### src/rtl/voucher_scan_ctrl.sv
// Voucher redemption sequencer: drives the barcode scanner with timeout and
// retry, screens the returned ID against a small circular history of
// redeemed IDs and reports a single registered result per request.

// One history slot: stores a redeemed ID and flags a match against the
// ID currently under check.
module voucher_hist_entry #(
  parameter int ID_W = 16
) (
  input  logic            clk,
  input  logic            reset,
  input  logic            clr,
  input  logic            wr_en,
  input  logic [ID_W-1:0] wr_id,
  input  logic [ID_W-1:0] cmp_id,
  output logic            hit
);

  logic            vld;
  logic [ID_W-1:0] id;

  // Clear has priority so a clear coinciding with a write drops the write.
  always_ff @(posedge clk) begin
    if (reset || clr) begin
      vld <= 1'b0;
      id  <= '0;
    end else if (wr_en) begin
      vld <= 1'b1;
      id  <= wr_id;
    end
  end

  assign hit = vld && (id == cmp_id);

endmodule

module voucher_scan_ctrl #(
  parameter int ID_W        = 16,
  parameter int TIMEOUT_CYC = 16,
  parameter int MAX_RETRY   = 2,
  parameter int HIST_DEPTH  = 8
) (
  input  logic            clk,
  input  logic            reset,
  input  logic            req,
  input  logic            clear_hist,
  output logic            scan_start,
  input  logic            scan_done,
  input  logic [ID_W-1:0] voucher_id_in,
  output logic            busy,
  output logic            done,
  output logic            accepted,
  output logic [1:0]      err_code,
  output logic [ID_W-1:0] voucher_id_out
);

  localparam int TMR_W = $clog2(TIMEOUT_CYC + 1);
  localparam int RTY_W = ($clog2(MAX_RETRY + 1) > 0) ? $clog2(MAX_RETRY + 1) : 1;
  localparam int PTR_W = (HIST_DEPTH > 1) ? $clog2(HIST_DEPTH) : 1;

  localparam logic [1:0] ERR_OK   = 2'd0;
  localparam logic [1:0] ERR_TMO  = 2'd1;
  localparam logic [1:0] ERR_ZERO = 2'd2;
  localparam logic [1:0] ERR_DUP  = 2'd3;

  typedef enum logic [2:0] {
    S_IDLE,
    S_START,
    S_WAIT,
    S_CHECK,
    S_DONE
  } state_t;

  state_t state, state_nx;

  logic [TMR_W-1:0] timer, timer_nx;
  logic [RTY_W-1:0] retry, retry_nx;
  logic [ID_W-1:0]  id_r, id_nx;
  logic [1:0]       err_r, err_nx;
  logic             hist_wr;
  logic [PTR_W-1:0] wr_ptr;

  logic            acc_nx;
  logic [1:0]      err_code_nx;
  logic [ID_W-1:0] vid_out_nx;

  logic [HIST_DEPTH-1:0] hit_vec;
  logic [HIST_DEPTH-1:0] wr_sel;

  logic tmo;
  assign tmo = (timer == TMR_W'(TIMEOUT_CYC - 1));

  // History slots, one per entry; the write goes to the slot at wr_ptr.
  for (genvar i = 0; i < HIST_DEPTH; i++) begin : g_hist
    assign wr_sel[i] = hist_wr && (wr_ptr == PTR_W'(i));
    voucher_hist_entry #(.ID_W(ID_W)) u_ent (
      .clk    (clk),
      .reset  (reset),
      .clr    (clear_hist),
      .wr_en  (wr_sel[i]),
      .wr_id  (id_r),
      .cmp_id (id_r),
      .hit    (hit_vec[i])
    );
  end

  // Next-state, datapath next values and next registered outputs.
  always_comb begin
    state_nx    = state;
    timer_nx    = timer;
    retry_nx    = retry;
    id_nx       = id_r;
    err_nx      = err_r;
    hist_wr     = 1'b0;
    acc_nx      = accepted;
    err_code_nx = err_code;
    vid_out_nx  = voucher_id_out;
    unique case (state)
      S_IDLE: begin
        if (req) begin
          state_nx = S_START;
          retry_nx = '0;
        end
      end
      S_START: begin
        timer_nx = '0;
        state_nx = S_WAIT;
      end
      S_WAIT: begin
        timer_nx = timer + TMR_W'(1);
        // A scan result in the last timeout cycle still counts.
        if (scan_done) begin
          id_nx    = voucher_id_in;
          state_nx = S_CHECK;
        end else if (tmo) begin
          if (retry < RTY_W'(MAX_RETRY)) begin
            retry_nx = retry + RTY_W'(1);
            state_nx = S_START;
          end else begin
            err_nx   = ERR_TMO;
            id_nx    = '0;
            state_nx = S_DONE;
          end
        end
      end
      S_CHECK: begin
        if (id_r == '0) begin
          err_nx = ERR_ZERO;
        end else if (|hit_vec) begin
          err_nx = ERR_DUP;
        end else begin
          err_nx  = ERR_OK;
          hist_wr = 1'b1;
        end
        state_nx = S_DONE;
      end
      S_DONE: begin
        state_nx = S_IDLE;
      end
      default: begin
        state_nx = S_IDLE;
      end
    endcase
    // Result outputs change only as DONE is entered and hold otherwise.
    if (state_nx == S_DONE) begin
      acc_nx      = (err_nx == ERR_OK);
      err_code_nx = err_nx;
      vid_out_nx  = id_nx;
    end
  end

  // State register and registered outputs.
  always_ff @(posedge clk) begin
    if (reset) begin
      state          <= S_IDLE;
      scan_start     <= 1'b0;
      busy           <= 1'b0;
      done           <= 1'b0;
      accepted       <= 1'b0;
      err_code       <= '0;
      voucher_id_out <= '0;
    end else begin
      state          <= state_nx;
      scan_start     <= (state_nx == S_START);
      busy           <= (state_nx != S_IDLE);
      done           <= (state_nx == S_DONE);
      accepted       <= acc_nx;
      err_code       <= err_code_nx;
      voucher_id_out <= vid_out_nx;
    end
  end

  // Attempt timer, retry count, latched ID and pending error code.
  always_ff @(posedge clk) begin
    if (reset) begin
      timer <= '0;
      retry <= '0;
      id_r  <= '0;
      err_r <= '0;
    end else begin
      timer <= timer_nx;
      retry <= retry_nx;
      id_r  <= id_nx;
      err_r <= err_nx;
    end
  end

  // Write pointer; wraps naturally since the depth is a power of two.
  always_ff @(posedge clk) begin
    if (reset || clear_hist) begin
      wr_ptr <= '0;
    end else if (hist_wr) begin
      wr_ptr <= wr_ptr + PTR_W'(1);
    end
  end

endmodule
### config.mk
export PLATFORM = sky130hd
export DESIGN_NAME = voucher_scan_ctrl
export DESIGN_NICKNAME = d
export VERILOG_FILES = /design/src/rtl/voucher_scan_ctrl.sv
export SDC_FILE = /design/constraint.sdc
export NUM_CORES = 1
export LEC_CHECK = 0
export CAP_MARGIN = 40
export CELL_PAD_IN_SITES_DETAIL_PLACEMENT = 0
export CELL_PAD_IN_SITES_GLOBAL_PLACEMENT = 1
export CORE_MARGIN = 4
export CORE_UTILIZATION = 38
export DETAILED_ROUTE_END_ITERATION = 8
export PLACE_DENSITY_LB_ADDON = 0.1
export SLEW_MARGIN = 20
export SYNTH_ARGS = -nofsm -noshare
export SYNTH_HDL_FRONTEND = slang
export SYNTH_SLANG_ARGS = --single-unit
### constraint.sdc
create_clock -name clk -period 5.6 [get_ports clk]
set_clock_uncertainty 0.2 [all_clocks]
set_input_delay 0.84 -clock clk [delete_from_list [all_inputs] [get_ports clk]]
set_output_delay 0.84 -clock clk [all_outputs]
set_load 0.02 [all_outputs]
==> run summary, run 1 <==
Status: complete, no violations
Sum of routed wire segments on met1: 11900 um
Vias per cell: 5.22
Initial DRC Count: 363
Req. time, crit path: 5700 ps
Top-count cell post-synth: nand2_1
P per Cell Area: 278 nW/um^2
Port bufs: 42
Number of flops mapped to enable cells by yosys: 0
Boundary Pins: 43
Mapped Area: 8610 um^2
Fin crit period: 3690 ps
Drt total wl: 25400 um
Drt pass-1 iters: 4
Fraction of layout cells with a size suffix above 1: 7.13%
CP Max Fanout: 10
Synth top cells by count: nand2_1, dfxtp_1, mux2i_1
Die X-Extent: 159 um
Synth warn: 0
Critical Path Sink Type: register
Post-synth top flop: dfxtp_1
Setup Fix Bufs, Post-CTS: 0
GR Util All Layers: 21.0%
Post-cts resize count: 0
Overall die area: 25100 um^2
Initial antenna violation count: 0
Relative slew margins: 47.1%
Mapped Avg Cell Area: 9.39 um^2
Pin count of the biggest net entering global routing: 48
Remaining DRCs: 0
Fmax: 271 MHz
Initial Util: 39.1%
Vias in the first global route: 6562
Die height: 159 um
WL met2: 11500 um
Synth Net Count: 946
Clock slew at reported path FFs: 70 ps
Setup_tns: 0 ps
Period utilisation layout: 65.8%
Crit path kind: register to register
Static leakage: 4.84 nW
First-pass GRT wire length: 39300 um
Compound-Gate Fraction of Synth Area: 5.00%
Worst setup SP type: register
Distinct cell type count of the synthesized netlist: 43
VDD IR-drop max: 0.148 mV
XOR/XNOR share of the synthesized area: 13.2%
Synthesized flop and latch total: 187
Root Driver: clkbuf_16
Fraction of the mapped netlist area in adder cells: 1.16%
Congestion Overflow GR: 0
Largest family of logic cells by synthesized area: simple AND/OR/NAND/NOR gates
ANT nets after route: 0
Synth Area in Simple Gates: 16.0%
Core Util, Final: 44.5%
Area leader, netlist: dfxtp_1
CTS tree: done
Skew-Pair Late Insertion Delay: 430 ps
Max-Cap Viols: 0
Global placement routability congestion: 0.858
Gate Count Post-Synth: 917
DR vias: 6442
Least-Margin Pin Slew: 793 ps
Yosys top cell area share: 43.5%
Mux share of post-synthesis cell area: 15.2%
Total CTS buffers: 17
Core area: 22000 um^2
Final Slew Violations: 0
Dominant cells by area after synthesis: dfxtp_1, mux2i_1, xor2_1
Hold WC Path Type: register to register
H-tree depth: 4
Post-synthesis sequential area ratio: 43.5%
Layout Nets: 970
Met3 routed WL: 1140 um
Avg WL per Cell: 20.6 um
Hold Vio Cnt, Final: 0
Cell Rows: 54
Maximum root-to-sink buffer count: 2
# diodes: 0
Ys async rst share: 0%
Endpoints failing setup: 0
Fill cell count: 2138
Highest metal used: met4
Clock sink total: 187
Area growth from synthesis to layout: 13.8%
Hpwl dp: 17600 um
WP data arrival: 3780 ps
# hold bufs at CTS: 0
RSZ-0062 raised after global routing: no
critical path, stage by stage (launching register included):
cell and delay [ps]:
dfxtp_1 840, buf_4 280, xor2_1 160, nor4_1 90, nand4_1 140, o32ai_1 100, a311oi_1 590, nand3_1 660
buf_8 360, mux2i_1 130
kinds of logic (layout without fill, tap and decap cells):
| kind of cell | Yosys count | in the layout |
|---|---|---|
| AO/OA/AOI/OAI | 67 | 67 |
| XOR/XNOR | 129 | 129 |
| AND/OR/NAND/NOR | 313 | 313 |
| buffers and inverters | 82 | 119 |
| adder cells (fa/ha/maj) | 8 | 8 |
| multiplexers | 131 | 131 |
| flip-flops | 187 | 187 |
state kept, by name, indices dropped and copies added, names as in the netlist:
name and flops:
accepted 1, busy 1, done 1, err_code 2, g_hist.u_ent.id 128, g_hist.u_ent.vld 8, id_r 16, retry 2
scan_start 1, state 3, timer 5, voucher_id_out 16, wr_ptr 3
final timing paths:
kind | from | endpoint | slack, ps | cells after the start
worst min register to register | g_hist[1].u_ent.vld$_SDFFE_PP0P_ | g_hist[1].u_ent.vld$_SDFFE_PP0P_ | 260 | 2
worst max register to register | id_r[6]$_SDFF_PP0_ | g_hist[3].u_ent.id[12]$_SDFFE_PP0P_ | 1910 | 9
worst min-delay path | g_hist[1].u_ent.vld$_SDFFE_PP0P_ | g_hist[1].u_ent.vld$_SDFFE_PP0P_ | 260 | 2
worst max-delay path | id_r[6]$_SDFF_PP0_ | g_hist[3].u_ent.id[12]$_SDFFE_PP0P_ | 1910 | 9
power breakdown:
part           total, mW  switching (mW)  internal, mW
Sequential          1.36          0.0192          1.34
Clock               1.18           0.547         0.628
Combinational      0.189           0.118        0.0707
cell type report:
| type | count | area (um^2) | share of cell area [%] |
|---|---|---|---|
| Clock inverter | 13 | 119 | 1.21 |
| Inverter | 15 | 56.3 | 0.575 |
| Sequential cell | 187 | 3740 | 38.2 |
| Timing Repair Buffer | 72 | 704 | 7.19 |
| Multi-Input combinational cell | 648 | 4380 | 44.7 |
| Clock buffer | 19 | 443 | 4.52 |
| Tap cell | 280 | 350 | 3.58 |
metrics by stage:
step | instances | setup slack (ps) | cell area (um^2) | total power, mW | hold WS [ps]
5_1_grt | 1234 | 1620 | 9790 | 2.82 | 273
3_3_place_gp | 1196 | 1680 | 9150 | 1.57 | 240
4_1_cts | 1234 | 1850 | 9790 | 2.75 | 253
3_5_place_dp | 1202 | 1850 | 9230 | 1.58 | 243
6_report | 1234 | 1910 | 9790 | 2.72 | 259
2_1_floorplan | 917 | 3190 | 8610 | 1.50 | 226
layer usage:
layer | global-route usage, % | up-vias
li1 | - | 3126
met2 | 32.7 | 113
met5 | 0 | -
met3 | 4.73 | 36
met1 | 28.6 | 3167
met4 | 8.08 | 0
cells in the final DEF, fill, tap and decap left out, types with 2 or more instances in the layout:
cell type,n
nand4_1,15
xnor2_1,15
dfxtp_1,187
nand3_1,5
nor2b_1,2
and3_1,4
buf_4,22
inv_1,15
o21ai_0,4
clkinv_4,5
nor2_1,33
a311o_1,2
clkbuf_16,17
nor3_1,14
or2_2,2
a21o_1,2
clkinv_2,4
xor2_1,113
mux2i_1,131
o32ai_1,2
a21oi_1,29
buf_8,3
nor4_1,27
a22oi_1,20
nand2_1,190
and4_1,2
or3_1,7
buf_12,2
inv_6,2
ha_1,8
nand2b_1,4
nand3b_1,2
clkdlybuf4s50_1,42
buf_6,3
No activity file was read; power rests on OpenSTA's default activity.
==> run 2: changes to the inputs <==
Clock period 5.6 ns to 3.1 ns, I/O delays scaled along.
==> run 2 against run 1 <==
Total power up 82%. Global-route usage up 0.11 points. First-iteration DRC count up 6.6%. Core utilization up 2.0 points. Via count up 2.6%. Critical path type unchanged. Largest power group unchanged.
==> run summary, run 2 (same netlist as run 1, synthesis figures left out) <==
Slowest CP cell: dfxtp_1 (unchanged)
Cell Rows: 54 (unchanged)
Worst setup SP type: register (unchanged)
Met1 Use GR: 28.9% (was 28.6%)
Hold path start: g_hist[1].u_ent.vld$_SDFFE_PP0P_ (unchanged)
Final Slew Violations: 0 (unchanged)
Clock sink total: 187 (unchanged)
Hold Vio Cnt, Final: 0 (unchanged)
DR vias: 6609 (was 6442)
WP data arrival: 3040 ps (was 3780 ps)
Kind of cell adding the most delay to the critical path: flip-flops (was simple AND/OR/NAND/NOR gates)
Port bufs: 42 (unchanged)
Maximum root-to-sink buffer count: 2 (unchanged)
Fin Hold WS: 254 ps (was 259 ps)
First-pass GRT wire length: 39500 um (was 39300 um)
WHS Endpoint: g_hist[1].u_ent.vld$_SDFFE_PP0P_ (unchanged)
Peak-usage layer in the global routing report: met2 (unchanged)
RR Endpoint: g_hist[1].u_ent.id[7]$_SDFFE_PP0P_ (was g_hist[3].u_ent.id[12]$_SDFFE_PP0P_)
Status: complete, no violations (unchanged)
Vias in the first global route: 6610 (was 6562)
Avg WL per Cell: 20.6 um (about the same)
DP Worst Slack: 89.9 ps (was 1850 ps)
Critical Path Sink Type: register (unchanged)
Initial DRC Count: 387 (was 363)
Fmax: 338 MHz (was 271 MHz)
Total CTS buffers: 17 (unchanged)
Worst Path Buf+Inv: 3 (was 2)
Pin count of the biggest net entering global routing: 44 (was 48)
H-tree depth: 4 (unchanged)
Post-route cell area: 10200 um^2 (was 9790 um^2)
Clock slew at reported path FFs: 70 ps (about the same)
Remaining DRCs: 0 (unchanged)
Vias per cell: 5.23 (was 5.22)
Final Non-Filler Cells: 1263 (was 1234)
Cell repeated most along the worst path: buf_4
Static leakage: 5.05 nW (was 4.84 nW)
R2R Path Start: id_r[14]$_SDFF_PP0_ (was id_r[6]$_SDFF_PP0_)
ANT nets after route: 0 (unchanged)
Die height: 159 um (unchanged)
Seq. cell area: 3740 um^2 (about the same)
P per Cell Area: 484 nW/um^2 (was 278 nW/um^2)
Relative slew margins: 51.3% (was 47.1%)
Worst Reg-to-Reg Cells: 9 (unchanged)
Hold Path Depth: 2 (unchanged)
VDD IR-drop max: 0.345 mV (was 0.148 mV)
Fraction of layout cells with a size suffix above 1: 9.97% (was 7.13%)
Congestion Overflow GR: 0 (unchanged)
Final WS setup: 145 ps (was 1910 ps)
Max-Cap Viols: 0 (unchanged)
Met3 global-route usage: 3.51% (was 4.73%)
Period utilisation layout: 95.3% (was 65.8%)
Commonest cells after routing, fill and taps aside: nand2_1, dfxtp_1, mux2i_1 (unchanged)
Skew-Pair Late Insertion Delay: 440 ps (was 430 ps)
Area taken by multi-input logic gates: 4380 um^2 (about the same)
PnR Total Power: 4.96 mW (was 2.72 mW)
Crit path cell chain: buf_4 -> xnor2_1 -> nand4_1 -> nor4_1 -> buf_4 -> a311oi_1 -> nand3_1 -> buf_12 -> mux2i_1 (was buf_4 -> xor2_1 -> nor4_1 -> nand4_1 -> o32ai_1 -> a311oi_1 -> nand3_1 -> buf_8 -> mux2i_1)
Initial antenna violation count: 0 (unchanged)
Layout Nets: 999 (was 970)
GR Util All Layers: 21.2% (was 21.0%)
Drt pass-1 iters: 5 (was 4)
CTS tree: done (unchanged)
Cell Area, Placed: 9660 um^2 (was 9230 um^2)
Flop2flop setup slack: 150 ps (was 1910 ps)
Core area: 22000 um^2 (unchanged)
Crit-path max cell delay: 670 ps (was 840 ps)
Root Driver: clkbuf_16 (unchanged)
Endpoints failing setup: 0 (unchanged)
Area growth from synthesis to layout: 18.9% (was 13.8%)
Die X-Extent: 159 um (unchanged)
Commonest non-fill, non-tap cell in the layout: nand2_1 (unchanged)
Reg with most FFs: g_hist.u_ent.id (unchanged)
Dpl cells: 1231 (was 1202)
Overall die area: 25100 um^2 (unchanged)
Met2 Use GR: 34.9% (was 32.7%)
CP Max Fanout: 17 (was 10)
Setup_tns: 0 ps (unchanged)
Boundary Pins: 43 (unchanged)
Drt total wl: 26000 um (was 25400 um)
Hpwl dp: 18000 um (was 17600 um)
RSZ-0062 raised after global routing: no (unchanged)
Req. time, crit path: 3190 ps (was 5700 ps)
Fin crit period: 2950 ps (was 3690 ps)
Fill cell count: 2107 (was 2138)
Core Util, Final: 46.5% (was 44.5%)
Initial Util: 39.1% (unchanged)
Global placement routability congestion: 0.833 (was 0.858)
Crit path kind: register to register (unchanged)
# diodes: 0 (unchanged)
Hold WC Path Type: register to register (unchanged)
Least-Margin Pin Slew: 726 ps (was 793 ps)
Max reg flops: 128 (unchanged)
Biggest regs: g_hist.u_ent.id (128), id_r (16), voucher_id_out (16) (unchanged)
run 2: changes by cell type in the layout (fill, tap and decap cells not counted):
| cell | before | now |
|---|---|---|
| buf_8 | 3 | 0 |
| clkinvlp_4 | 1 | 3 |
| buf_4 | 22 | 37 |
| nand3_2 | 1 | 0 |
| buf_6 | 3 | 0 |
| nor4_1 | 27 | 26 |
| nand3_1 | 5 | 6 |
| buf_12 | 2 | 22 |
| clkinv_2 | 4 | 3 |
| dfxtp_2 | 0 | 1 |
| nor4_2 | 0 | 1 |
| dfxtp_1 | 187 | 186 |
| clkinv_4 | 5 | 4 |
run 2: worst min-delay path, stage by stage (launching register included):
cell and delay (ps):
dfxtp_1 310, inv_1 50, a21oi_1 50
run 2: worst max-delay path by stage:
stage,start,end,slack [ps],cells past startpoint
after floorplan,id_r[7]$_SDFF_PP0_,g_hist[4].u_ent.id[0]$_SDFFE_PP0P_,690,11
after global placement,id_r[11]$_SDFF_PP0_,g_hist[6].u_ent.id[2]$_SDFFE_PP0P_,160,9
after detailed placement,id_r[11]$_SDFF_PP0_,g_hist[6].u_ent.id[1]$_SDFFE_PP0P_,90,9
after CTS,id_r[11]$_SDFF_PP0_,g_hist[6].u_ent.id[14]$_SDFFE_PP0P_,70,9
after global routing,id_r[0]$_SDFF_PP0_,g_hist[6].u_ent.id[1]$_SDFFE_PP0P_,0.7,9
final,id_r[14]$_SDFF_PP0_,g_hist[1].u_ent.id[7]$_SDFFE_PP0P_,150,9
run 2: what timing repair did:
action | in CTS | in global routing
endpoints found under the setup margin | 0 | 58
hold buffers | 0 | 0
gates resized for setup | 0 | 2
buffers inserted | 0 | 0
run 2: power by group:
group          switching, mW  leakage (nW)  internal (mW)
sequential            0.0176          1.51           2.42
combinational          0.234          3.28          0.164
clock                  0.990         0.270           1.13
run 2: layout make-up:
type	count	area share [%]
clock buffer	19	4.33
tap	280	3.42
timing repair buffer	101	11.1
multi-input combinational	648	42.8
clock inverter	13	1.17
sequential	187	36.6
inverter	15	0.550
run 2: per-layer routing:
metal,share of wire [%],wire (um)
met5,0,0
met4,2.4,631
met3,4.4,1150
met2,46,12000
met1,47,12100
